## config.mk

```make
export PLATFORM = sky130hd
export DESIGN_NAME = aes_key_sched_ctrl
export DESIGN_NICKNAME = d
export VERILOG_FILES = /design/src/rtl/aes_ks_pkg.sv /design/src/rtl/aes_rk_buf.sv /design/src/rtl/aes_key_sched_ctrl.sv
export SDC_FILE = /design/constraint.sdc
export NUM_CORES = 1
export LEC_CHECK = 0
export ABC_AREA = 1
export BUFFER_PORTS_ARGS = -buffer_cell sky130_fd_sc_hd__buf_4
export CORE_UTILIZATION = 45
export DETAILED_ROUTE_END_ITERATION = 10
export GPL_ROUTABILITY_DRIVEN = 1
export HOLD_SLACK_MARGIN = 0.06
export PLACE_DENSITY = 0.69
export SLEW_MARGIN = 20
export SYNTH_ARGS = -nofsm -noshare
export SYNTH_HDL_FRONTEND = slang
export SYNTH_HIERARCHICAL = 1
export SYNTH_SLANG_ARGS = --single-unit
```

## constraint.sdc

```tcl
create_clock -name clk -period 9 [get_ports clk]
set_input_delay 2.7 -clock clk [delete_from_list [all_inputs] [get_ports clk]]
set_output_delay 2.7 -clock clk [all_outputs]
set_load 0.02 [all_outputs]
```

## src/rtl/aes_ks_pkg.sv

```systemverilog
// Shared types and constants for the AES-128 inverse-cipher key-schedule sequencer.
package aes_ks_pkg;

    localparam int NR_DEF  = 10;
    localparam int RKW_DEF = 128;
    localparam int IDX_W   = 4;

    typedef enum logic [1:0] {
        IDLE   = 2'd0,
        KLD    = 2'd1,
        EXPAND = 2'd2
    } ks_state_t;

endpackage

```

## src/rtl/aes_rk_buf.sv

```systemverilog
// Round-key buffer: NR+1 entries, one synchronous write port, one registered read port.
module aes_rk_buf
    import aes_ks_pkg::*;
#(
    parameter int NR  = NR_DEF,
    parameter int RKW = RKW_DEF
) (
    input  logic             clk,
    input  logic             rst,
    input  logic             we,
    input  logic [IDX_W-1:0] waddr,
    input  logic [RKW-1:0]   wdata,
    input  logic             re,
    input  logic [IDX_W-1:0] raddr,
    output logic [RKW-1:0]   rdata,
    output logic             rvld
);

    localparam logic [IDX_W-1:0] LAST = IDX_W'(NR);

    // Storage is deliberately not reset; it is unreachable until a full schedule lands.
    logic [RKW-1:0] mem [NR+1];

    always_ff @(posedge clk) begin
        if (we && (waddr <= LAST)) begin
            mem[waddr] <= wdata;
        end
    end

    // Indices past the last round read back as zero rather than aliasing.
    always_ff @(posedge clk) begin
        if (rst) begin
            rdata <= '0;
            rvld  <= 1'b0;
        end else begin
            rvld <= re;
            if (re) begin
                rdata <= (raddr <= LAST) ? mem[raddr] : '0;
            end
        end
    end

endmodule

```

## src/rtl/aes_key_sched_ctrl.sv

```systemverilog
// Key-load sequencer: strobes the expander, captures NR+1 round keys, then serves reads.
module aes_key_sched_ctrl
    import aes_ks_pkg::*;
#(
    parameter int NR  = NR_DEF,
    parameter int RKW = RKW_DEF
) (
    input  logic             clk,
    input  logic             rst,
    input  logic             ld,
    output logic             exp_kld,
    input  logic [RKW-1:0]   rk_in,
    input  logic             rd,
    input  logic [IDX_W-1:0] rd_idx,
    output logic [RKW-1:0]   rk_out,
    output logic             rk_vld,
    output logic             busy,
    output logic             key_valid,
    output ks_state_t        state_dbg
);

    localparam logic [IDX_W-1:0] LAST = IDX_W'(NR);

    ks_state_t        state, state_nxt;
    logic [IDX_W-1:0] cnt, cnt_nxt;
    logic             kv_nxt;
    logic             buf_we;
    logic             rd_accept;

    always_ff @(posedge clk) begin
        if (rst) begin
            state     <= IDLE;
            cnt       <= '0;
            key_valid <= 1'b0;
        end else begin
            state     <= state_nxt;
            cnt       <= cnt_nxt;
            key_valid <= kv_nxt;
        end
    end

    always_comb begin
        state_nxt = state;
        cnt_nxt   = cnt;
        kv_nxt    = key_valid;
        exp_kld   = 1'b0;
        busy      = 1'b0;
        buf_we    = 1'b0;
        case (state)
            IDLE: begin
                if (ld) begin
                    state_nxt = KLD;
                    kv_nxt    = 1'b0;
                end
            end
            KLD: begin
                exp_kld   = 1'b1;
                busy      = 1'b1;
                cnt_nxt   = '0;
                state_nxt = EXPAND;
            end
            EXPAND: begin
                busy   = 1'b1;
                buf_we = 1'b1;
                if (cnt == LAST) begin
                    state_nxt = IDLE;
                    cnt_nxt   = '0;
                    kv_nxt    = 1'b1;
                end else begin
                    cnt_nxt = cnt + 4'd1;
                end
            end
            default: state_nxt = IDLE;
        endcase
        // A new load request always restarts the sequence, whatever the current state.
        if (ld) begin
            state_nxt = KLD;
            cnt_nxt   = '0;
            kv_nxt    = 1'b0;
        end
    end

    // Read protocol: rd is sampled with rd_idx; an accepted read yields rk_vld for exactly
    // one cycle with rk_out; no backpressure, one read per cycle, ld in the same cycle drops it.
    assign rd_accept = rd && key_valid && !ld;
    assign state_dbg = state;

    aes_rk_buf #(
        .NR  (NR),
        .RKW (RKW)
    ) u_buf (
        .clk   (clk),
        .rst   (rst),
        .we    (buf_we),
        .waddr (cnt),
        .wdata (rk_in),
        .re    (rd_accept),
        .raddr (rd_idx),
        .rdata (rk_out),
        .rvld  (rk_vld)
    );

endmodule

```

After elaboration in Yosys (flattened, before gate mapping)

Memories as Yosys holds them, arrays and structs flattened.
Cells that the tools add are included.

$add $sub $neg: 1
Multipliers: 0
Divide/modulo/power cells: 0
$lt $le $gt $ge: 2
Equality and inequality tests: 6
Shifts and indexed selects: 0
Mux-type cells: 11
Bitwise operators: 1
Reductions and logical operators: 11

Operator list:

| operator                                                         | number |
|---|---|
| 128-bit two-way mux                                              | 1 |
| 4-bit <= comparator (second input constant)                      | 2 |
| 4-bit case mux with 2 select lines                               | 1 |
| 1-bit two-way mux                                                | 6 |
| 2-bit case mux with 3 select lines                               | 1 |
| 2-bit AND reduction                                              | 3 |
| 4-bit by 1-bit adder with 4-bit output (second input constant)   | 1 |
| 4-bit == test (second input constant)                            | 1 |
| 4-bit two-way mux                                                | 1 |
| 2-bit != test (second input constant)                            | 2 |
| 2-bit OR reduction                                               | 2 |
| 1-bit logical AND                                                | 3 |
| 3-bit != test (second input constant)                            | 1 |
| 2-bit by 1-bit == test with 1-bit output (second input constant) | 1 |
| 2-bit == test (second input constant)                            | 1 |
| 2-bit zero test                                                  | 1 |
| 2-bit two-way mux                                                | 1 |
| 2-bit nonzero test                                               | 1 |
| 1-bit zero test                                                  | 1 |
| 1-bit inverter                                                   | 1 |

Register bits: 136
Bits in latches: 0
RAM bits: 1408
Memory bits (read-only): 0
Output and inout bits: 134
Word-level logic and storage cells: 39
Memories: 1

Memory list:

| memory    | depth | width | read ports | clocked after Yosys merged registers in | write ports | line             | RTL |
|---|---|---|---|---|---|---|---|
| u_buf.mem | 11    | 128   | 1          | 0                                       | 1           | aes_rk_buf.sv:22 | `logic [RKW-1:0] mem [NR+1];` |

Logic depth before layout (Yosys ltp)

Depth in word-level cells: 5
Gate-level depth with buffers: 11

Modules after synthesis

The synthesis kept the hierarchy.

Modules (own cells, without submodules):

| module             | times used | cells each | area an instance (um2) |
|---|---|---|---|
| aes_rk_buf         | 1          | 5732       | 62721.4 |
| aes_key_sched_ctrl | 1          | 47         | 374.1 |

Least setup slack after synthesis

Ideal clock, no wire load.

Kind: register -> register
Start point: register state[1] (netlist: state_dbg[1])
End point: memory u_buf/mem[4][0] (netlist name) (enable)
Setup time: 617 ps
Arrival time: 6224 ps
Data required time: 8383 ps
Slack: 2158 ps
Stages on the path, launching flop included: 4
Buffers on the path: 0
Clock period less this slack: 6842 ps
Path through: dfxtp_1 ha_1 nand3_1 nor2_1

Cells in the longest elaborated chain, start to end: 5

RTL lines:

| item                                    | line                     | RTL |
|---|---|---|
| start: declaration                      | aes_key_sched_ctrl.sv:24 | `ks_state_t state, state_nxt;` |
| start signal: assignment                | aes_key_sched_ctrl.sv:36 | `state <= state_nxt;` |
| 2-bit == test                           | aes_key_sched_ctrl.sv:49 | `case (state)` |
| 1-bit two-way mux                       | aes_key_sched_ctrl.sv:49 |  |
| via buf_we                              | aes_key_sched_ctrl.sv:27 | `logic buf_we;` |
| 1-bit logical AND                       | aes_rk_buf.sv:25         | `if (we && (waddr <= LAST)) begin` |
| 1-bit two-way mux                       | aes_rk_buf.sv:25         |  |
| 1-bit two-way mux (not written as such) | aes_rk_buf.sv:26         | `mem[waddr] <= wdata;` |
| end: declaration                        | aes_rk_buf.sv:22         |  |

The timed path passes the listed nets, and every way through them passes these cells.

Worst setup path in the final report

Start point: input rd_idx[0]
End point: register u_buf.rdata[30]

Cells in the longest elaborated chain, start to end: 2
Elaborated cells on any way between the ends: 3

RTL lines:

| item                                                       | line                     | RTL |
|---|---|---|
| start: declaration                                         | aes_key_sched_ctrl.sv:14 | `input logic [IDX_W-1:0] rd_idx,` |
| memory 11 x 128 bit or 4-bit <= comparator (tied branches) | -                        |  |
| 128-bit two-way mux (*)                                    | aes_rk_buf.sv:38         | `rdata <= (raddr <= LAST) ? mem[raddr] : '0;` |
| end signal: assignment                                     | aes_rk_buf.sv:38         |  |
| end: declaration                                           | aes_rk_buf.sv:15         | `output logic [RKW-1:0] rdata,` |

Mark *: on every way between the ends. The rest lies on a longest branch, timed or not.
A chain may end at the register's enable or synchronous reset.

==> flow_metrics.tcl <==
set metrics [dict create \
    synth.avg_cell_area_um2 10.9 \
    setup_viol 0 \
    run_status "completed" \
    synth_compound_area_frac 0.0260 \
    start_util 0.453 \
    period_minus_slack_ns 5.28 \
    hold_viol_final 0 \
    netlist_instances 5779 \
    path_cells "buf_8, buf_4, buf_4, nand2_1, nand2_1, nand2_1, nand3_1, nand3_1, nand2_1, nand2_1, a21oi_1" \
    cts-buffers-inserted 158 \
    cts_max_level 4 \
    critPathArrivalTime_ns 5.99 \
    min_path_type "flop to flop" \
    grt.overflow.total 0 \
    synth_top_area_share 0.670 \
    async_flop_share 0 \
    dpl-instance-area_um2 66600 \
    die_h_um 376 \
    clock_skew_ns 0.0307 \
    firstDrtPassIters 6 \
    grt_pass1_vias 40300 \
    crit_required_ns 9.71 \
    power_frac_clock 0.432 \
    clock_path_buffers 3 \
    final.setup.tns_ns 0 \
    powerDensity_nw_per_um2 208 \
    register_area_um2 45000 \
    rows 137 \
    routed_wl_um 161000 \
    drtIter0Drc 3675 \
    syn_area_um2 63100 \
    cts_resized 0 \
    clk_transition_reported_paths_ns 0.06 \
    synth_top_area_cell "edfxtp_1" \
    num-nets-final 6086 \
    cts_root_buf "clkbuf_16" \
    synth-edff-count 1408 \
    synth_seq_cells 1544 \
    stdcell_area_um2 71800 \
    rsz0062_at_grt "no" \
    relSlewSlack 0.160 \
    synthTopCellsByArea "edfxtp_1 (67%), nand2_1 (11%), nand3_1 (7.1%), inv_1 (4.7%), dfxtp_1 (4.3%)" \
    portBuffers 269 \
    area.growth.synth_to_final_pct 13.8 \
    synth_nets 5920 \
    finalCritPeriodShare 0.586 \
    yosysUniqueCellTypes 24 \
    synth_adder_area_share 0.000992 \
    synth_top_family_by_area "simple AND/OR/NAND/NOR gates" \
    critPathSlowestCell "buf_4" \
    final_cell_mix "nand2_1 (1932), edfxtp_1 (1408), nand3_1 (900), inv_1 (780), buf_4 (318)" \
    power.share.sequential 0.523 \
    vias 41600 \
    swShare 0.218 \
    cts_hold_buf 0 \
    die_w_um 376 \
    drive_gt1_frac 0.0954 \
    path_class "input port to flop" \
    final_core_util 0.515 \
    maxSlewViolCount 0 \
    yosys.area_share.simple 0.188 \
    multi_input_area_um2 13700 \
    worstPathMaxFanout 108 \
    coreArea_um2 139000 \
    grt_use_total 0.226 \
    dp.final_hpwl_um 80300 \
    mostFrequentLayoutCell "nand2_1" \
    p_sw_uw 3270 \
    place_congestion 0.757 \
    total_leakage_power_uw 0.0286 \
    cts_setup_buffers 0 \
    grt_max_degree 192 \
    wl_per_cell_um 20.3 \
    combPwrFrac 0.046 \
    antenna_found_initial 15 \
    dieArea_um2 142000 \
    cp_common_cell "nand2_1" \
    drc 0 \
    critical_path.startpoint_type "input port" \
    ant_nets 0 \
    clkLatencyLatePin_ns 0.80 \
    synth_mux_area_frac 0 \
    synth-seq-area-share 0.713 \
    synth_warnings 6 \
    crit_buf_inv 3 \
    synth_ff_type "edfxtp_1" \
    vdd_drop_max_mv 0.177 \
    crit_family "buffers and inverters" \
    tritoncts "done" \
    fillers 11700 \
    vias_per_cell 5.23 \
    clock.fmax_mhz 190 \
    clock_sinks 1544 \
    io_pins 270 \
    max_cap_violations 0 \
    synthXorXnorAreaFrac 0.000278 \
    critical-path-max-stage-delay_ns 0.89 \
    grt_pass1_wl_um 243000 \
    intPower_uw 11700 \
    endpoint_kind "flop" \
    tightest_slew_ns 1.26 \
]
==> flip-flops by register name, indices dropped and copies added, names as in the netlist <==
register	flops
state_dbg	2
u_buf/rvld	1
u_buf/rdata	128
u_buf/mem	1408
cnt	4
key_valid	1
==> cell families after synthesis <==
| kind of cell | after synthesis |
|---|---|
| buffers and inverters | 1110 |
| flip-flops | 1544 |
| AND/OR/NAND/NOR | 2855 |
| AO/OA/AOI/OAI | 263 |
| XOR/XNOR | 2 |
| adder cells (fa/ha/maj) | 5 |
==> cell usage after synthesis, types with 2 or more instances <==
master / instances
nand2_1: 1932
edfxtp_1: 1408
nand3_1: 900
inv_1: 783
buf_2: 208
dfxtp_1: 136
a21oi_1: 132
o211ai_1: 128
clkbuf_1: 84
nor2_1: 17
buf_1: 15
buf_4: 14
ha_1: 5
buf_6: 4
nand2_2: 2
nand4_1: 2
xor2_1: 2
==> final timing paths <==
path / start / end / slack, ns / cells past startpoint
worst max-delay path: rd_idx[0] / u_buf/rdata[30] / 3.72 / 11
worst min-delay path: u_buf/rdata[23] / u_buf/rdata[23] / 0.46 / 2
worst max register to register: state_dbg[0] / u_buf/mem[0][112] / 5.37 / 6
worst min register to register: u_buf/rdata[23] / u_buf/rdata[23] / 0.46 / 2
==> metal layers <==
| metal | global-route usage | wire length [um] |
|---|---|---|
| met1 | 0.306 | 68100 |
| met2 | 0.372 | 76700 |
| met3 | 0.0423 | 12300 |
| met4 | 0.0683 | 3980 |
| met5 | 0 | 173 |
==> tightest hold or removal path, stage by stage, from the launching register on <==
cell	delay [ns]
dfxtp_1	0.31
nand2_1	0.06
a21oi_1	0.05
==> cell type report <==
type / count / share of cell area
diodes: 2 / 0.0000697
clock buffers: 225 / 0.0614
clock inverters: 71 / 0.0107
inverters: 785 / 0.0416
multi-input cells: 3125 / 0.190
flip-flops and latches: 1544 / 0.627
well taps: 1876 / 0.0327
repair buffers: 331 / 0.0364
==> stage by stage <==
step | instances | worst slack (ns) | hold WS [ns] | power, uW
floorplan | 5779 | 2.16 | 0.517 | 8390
global placement | 7660 | 3.08 | 0.456 | 8640
detailed placement | 7660 | 3.00 | 0.459 | 8660
CTS | 7956 | 3.86 | 0.469 | 15100
global route | 7959 | 3.64 | 0.482 | 15400
finish | 7959 | 3.72 | 0.465 | 15000
==> power groups by stage <==
stage | combinational (uW) | sequential, uW | clock, uW
2_1_floorplan | 409 | 7980 | 0
3_3_place_gp | 669 | 7980 | 0
3_5_place_dp | 682 | 7980 | 0
4_1_cts | 684 | 7820 | 6560
5_1_grt | 756 | 7820 | 6830
6_report | 684 | 7820 | 6460
Note: power is estimated with default switching activity, not from simulation.
